`config.mk`:
```
export PLATFORM = sky130hd
export DESIGN_NAME = reg_file_8x16
export DESIGN_NICKNAME = d
export VERILOG_FILES = /design/src/rtl/reg_file_8x16.sv
export SDC_FILE = /design/constraint.sdc
export NUM_CORES = 1
export LEC_CHECK = 0
export CAP_MARGIN = 0
export CORE_MARGIN = 4
export CORE_UTILIZATION = 50
export DETAILED_ROUTE_END_ITERATION = 10
export PLACE_DENSITY = 0.71
export SYNTH_ARGS = -nofsm -noshare
export SYNTH_HDL_FRONTEND = slang
export SYNTH_SLANG_ARGS = --single-unit
```
`constraint.sdc`:
```
create_clock -name clk -period 4.6 [get_ports clk]
set_clock_uncertainty 0.15 [all_clocks]
set_input_delay 0.46 -clock clk [delete_from_list [all_inputs] [get_ports clk]]
set_output_delay 0.46 -clock clk [all_outputs]
set_load 0.03 [all_outputs]
```
`src/rtl/reg_file_8x16.sv`:
```
`default_nettype none
// ============================================================================
// Module   : reg_file_8x16
// Purpose  : Eight-entry, 16-bit register file with a captured N/Z/C status
//            flag register. Sits upstream of the ALU: two combinational read
//            ports feed the ALU operands, one synchronous write port takes
//            the ALU result back, and a separately enabled flag register
//            latches the ALU status outputs for the control sequencer.
// Ports    :
//   clk              in   1   system clock, rising-edge active
//   reset            in   1   asynchronous, active-high clear of all state
//   W_En             in   1   write enable for the register array
//   W_Adr            in   3   write address
//   W_Data           in  16   write data (normally ALU Y)
//   R_Adr, S_Adr     in   3   read addresses for ports R and S
//   Flag_En          in   1   capture enable for the flag register
//   N_in,Z_in,C_in   in   1   ALU status inputs
//   R, S             out 16   contents of the addressed registers
//   N, Z, C          out  1   registered status flags
// Revision : 1.0  initial release
// ============================================================================
module reg_file_8x16 (
  input  logic        clk,
  input  logic        reset,
  input  logic        W_En,
  input  logic [2:0]  W_Adr,
  input  logic [15:0] W_Data,
  input  logic [2:0]  R_Adr,
  input  logic [2:0]  S_Adr,
  input  logic        Flag_En,
  input  logic        N_in,
  input  logic        Z_in,
  input  logic        C_in,
  output logic [15:0] R,
  output logic [15:0] S,
  output logic        N,
  output logic        Z,
  output logic        C
);

  localparam int unsigned DEPTH = 8;
  localparam int unsigned WIDTH = 16;

  logic [WIDTH-1:0] regs_q [DEPTH];
  logic [WIDTH-1:0] regs_d [DEPTH];
  logic [DEPTH-1:0] wr_sel;
  logic [2:0]       flags_q;
  logic [2:0]       flags_d;

  // One-hot write select: a 3-to-8 decode of the write address, gated by
  // the enable so at most one register loads per edge.
  always_comb begin
    wr_sel = '0;
    if (W_En) begin
      wr_sel[W_Adr] = 1'b1;
    end
  end

  always_comb begin
    for (int i = 0; i < DEPTH; i++) begin
      regs_d[i] = wr_sel[i] ? W_Data : regs_q[i];
    end
  end

  // Flags packed as {N, Z, C}.
  always_comb begin
    flags_d = flags_q;
    if (Flag_En) begin
      flags_d = {N_in, Z_in, C_in};
    end
  end

  always_ff @(posedge clk or posedge reset) begin
    if (reset) begin
      for (int i = 0; i < DEPTH; i++) begin
        regs_q[i] <= '0;
      end
      flags_q <= '0;
    end else begin
      for (int i = 0; i < DEPTH; i++) begin
        regs_q[i] <= regs_d[i];
      end
      flags_q <= flags_d;
    end
  end

  // Reads come straight from the stored array; a same-cycle write to the
  // addressed register is not forwarded, so the old value shows until the edge.
  assign R = regs_q[R_Adr];
  assign S = regs_q[S_Adr];

  assign N = flags_q[2];
  assign Z = flags_q[1];
  assign C = flags_q[0];

endmodule
`default_nettype wire

```
==> key figures <==
Status
  • Status: finished, final reports clean

Cells and area
  • Number of diodes: 0
  • Share of cells above drive strength 1: 0.464
  • Most frequent cells in the layout: 153 x mux2_2, 131 x dfrtp_1, 63 x clkdlybuf4s50_1
  • Final #Nets: 496
  • Fillers: roughly 1000
  • P&R area growth vs syn: 17.7%
  • Most common cell after layout, fill and taps aside: mux2_2

Timing
  • Final hold vios: 0
  • Setup tns final: 0 ns
  • Max-slew headroom: 0.376
  • Final setup fails: 0
  • Fmax: 283 MHz
  • Final worst slack: 1.07 ns
  • Worst-Margin Slew: around 0.94 ns
  • Final Max Slew Viols: 0
  • RSZ-0062 raised after global routing: false
  • Post-route minimum period: 3.53 ns
  • Final period util: 0.768

Clock tree
  • CTS root buf: clkbuf_16
  • Postcts setup bufs: 0
  • Clk buf depth: 2
  • CTS sink cnt: approximately 130
  • Resized Gates After CTS: 0
  • Hold buffers post-CTS: 0
  • TritonCTS buffer count: 17
  • CTS tree: done
  • Clock Latency Late Sink: 0.41 ns
  • Clk slew on worst S/H paths: 0.05 ns
  • H-tree Lvls: 4

Routing
  • Final ANT Viol Nets: 0
  • Starting DRC count in detailed routing: just over 200
  • DR vias: 4030
  • DRC violations left: 0
  • Via-to-Cell Ratio: a little over 6
  • Pre-antenna DRT Iters: 4
  • WL/cell: 23.7 um
  • DRT Wirelength: around 16 mm

Synthesis
  • FF+latch count, synth: 131
  • Avg Synthesized Cell Area: 17.8 um^2
  • Top cells by area, synth: dfrtp_1 46%, mux2_2 24%, mux4_1 17%
  • YS warnings: 0
  • Mux cell area share after synthesis: 0.482
  • Post-Synth Adder-Cell Area: 0
  • Synth Area in Compound Gates: 0
  • Synth Area in XOR/XNOR: 0
  • Post-synth cell types: 16
  • Largest family of logic cells by synthesized area: multiplexers
  • Area leader, netlist: dfrtp_1
  • Synth Net Count: roughly 430
  • Yosys top cell area share: 0.459
  • Seq/Total Area, Yosys: 0.459
  • Post-synthesis simple-gate area fraction: 0.0156
  • Post-Syn Area: between 7000 and 8000 um^2
  • Cells after Synth: 402

Global routing
  • Number of global-route vias before repair: 4303
  • Largest net degree at the start of global routing: 78
  • First-pass GRT wire length: 24.3 mm
  • Global route overflow: 0
  • GRT Total Usage: 0.200
  • Initial antenna violation count: 0

Setup path
  • Critical Path Fanout Max: 32
  • WP data required: 3.99 ns
  • Worst setup EP type: output pin
  • R2R cell count: 1
  • CP startpoint kind: primary input
  • Critical path, cell by cell: clkdlybuf4s50_1 > buf_4 > mux4_1 > mux2_2 > clkdlybuf4s50_1
  • Cell depth of the worst setup path: 5
  • WS Path Type: primary input to output pin
  • Most Frequent Cell on Critical Path: clkdlybuf4s50_1
  • CP bufs+invs: 3
  • Crit path largest cell delay: 0.62 ns
  • Kind of cell adding the most delay to the critical path: buffers and inverters
  • Slowest CP cell: mux4_1
  • Arrival time worst endpoint: 2.92 ns

Power and ir drop
  • PD cells: 464 nW/um^2
  • Combinational power share: 0.276
  • Pwr Total: around 4 mW
  • Sequential group share of total power: 0.404
  • Sw frac: 0.274
  • Leakage power: 3.55 nW
  • Worst vdd ir: ~240 uV
  • Int Power: 2.83 mW
  • Clk network pwr share: 0.320
  • P_sw: roughly 1.1 mW

Placed design
  • GPL Wtd Cong: 0.705
  • DP HPWL: 9.06 mm
  • Pre-CTS WS: between 1 and 1.5 ns
  • Buffers on Ports: 66

Floorplan
  • Die ar.: 16300 um^2
  • Std-Cell Rows: 43
  • Die height: around 130 um
  • Core Area: 13900 um^2
  • Starting density of the core: 0.513
  • Die Span X: 128 um
  • Boundary pin count: 67

Worst hold path
  • Hold WC Path Type: flop to flop
  • Hold depth: 1

Job
  • Max cap viols: 0
-- power by group through the flow --
stage	Combinational (mW)	Clock, mW	Sequential (mW)
after floorplan	0.795	0	1.53
after global placement	1.07	0	1.56
after detailed placement	1.09	0	1.59
after CTS	1.09	1.28	1.57
after global routing	1.15	1.33	1.61
final	1.08	1.25	1.58
-- layer usage --
metal / GRT usage / part of all wire
met1: 0.255 / 0.43
met2: 0.344 / 0.52
met3: 0.0401 / 0.035
met4: 0.0662 / 0.014
met5: 0 / 0
-- state kept, by name, indices dropped and copies added, names as in the netlist --
signal / flops
flags_q: 3
regs_q: 128
-- worst paths after layout --
| path | from | slack [ns] | to |
|---|---|---|---|
| setup / recovery | S_Adr[2] | 1.07 | S[6] |
| hold / removal | regs_q[118] | 0.35 | regs_q[118] |
| setup reg to reg | regs_q[112] | 3.64 | regs_q[112] |
| hold reg to reg | regs_q[118] | 0.35 | regs_q[118] |
| max in group asynchronous | reset | 3.09 | regs_q[65] |
| min in group asynchronous | reset | 0.36 | regs_q[9] |
-- Yosys cell counts --
library cell	count
mux4_2	18
nand4_2	1
buf_12	4
buf_2	11
nand4b_2	3
buf_6	8
mux4_1	46
dfrtp_1	131
nor4bb_1	3
mux2_1	10
buf_1	1
nor4b_4	1
mux2_2	153
buf_4	9
inv_1	1
clkbuf_2	2
-- cell families after synthesis --
kind of cell	count (synthesis)
DFF	131
and+or+nand+nor	8
buffers and inverters	36
muxes	227
-- layout make-up --
cell class                      instances  area, um^2  share of cell area
Multi-Input combinational cell        235        3610               0.429
Sequential cell                       131        3280               0.390
Timing Repair Buffer                   78         748              0.0889
Clock buffer                           26         499              0.0593
Tap cell                              180         225              0.0268
Clock inverter                          5        50.0             0.00595
Inverter                                1        6.26            0.000744
-- per-stage QoR --
step                      hold slack [ns]   util  instances  instance area [um^2]
after CTS                           0.352  0.604        656                  8410
after global placement              0.327  0.564        625                  7860
after global routing                0.371  0.604        656                  8410
after floorplan                     0.315      -        402                  7150
after detailed placement            0.340  0.564        625                  7860
final                               0.350  0.604        656                  8410
Note: power is estimated with default switching activity, not from simulation.
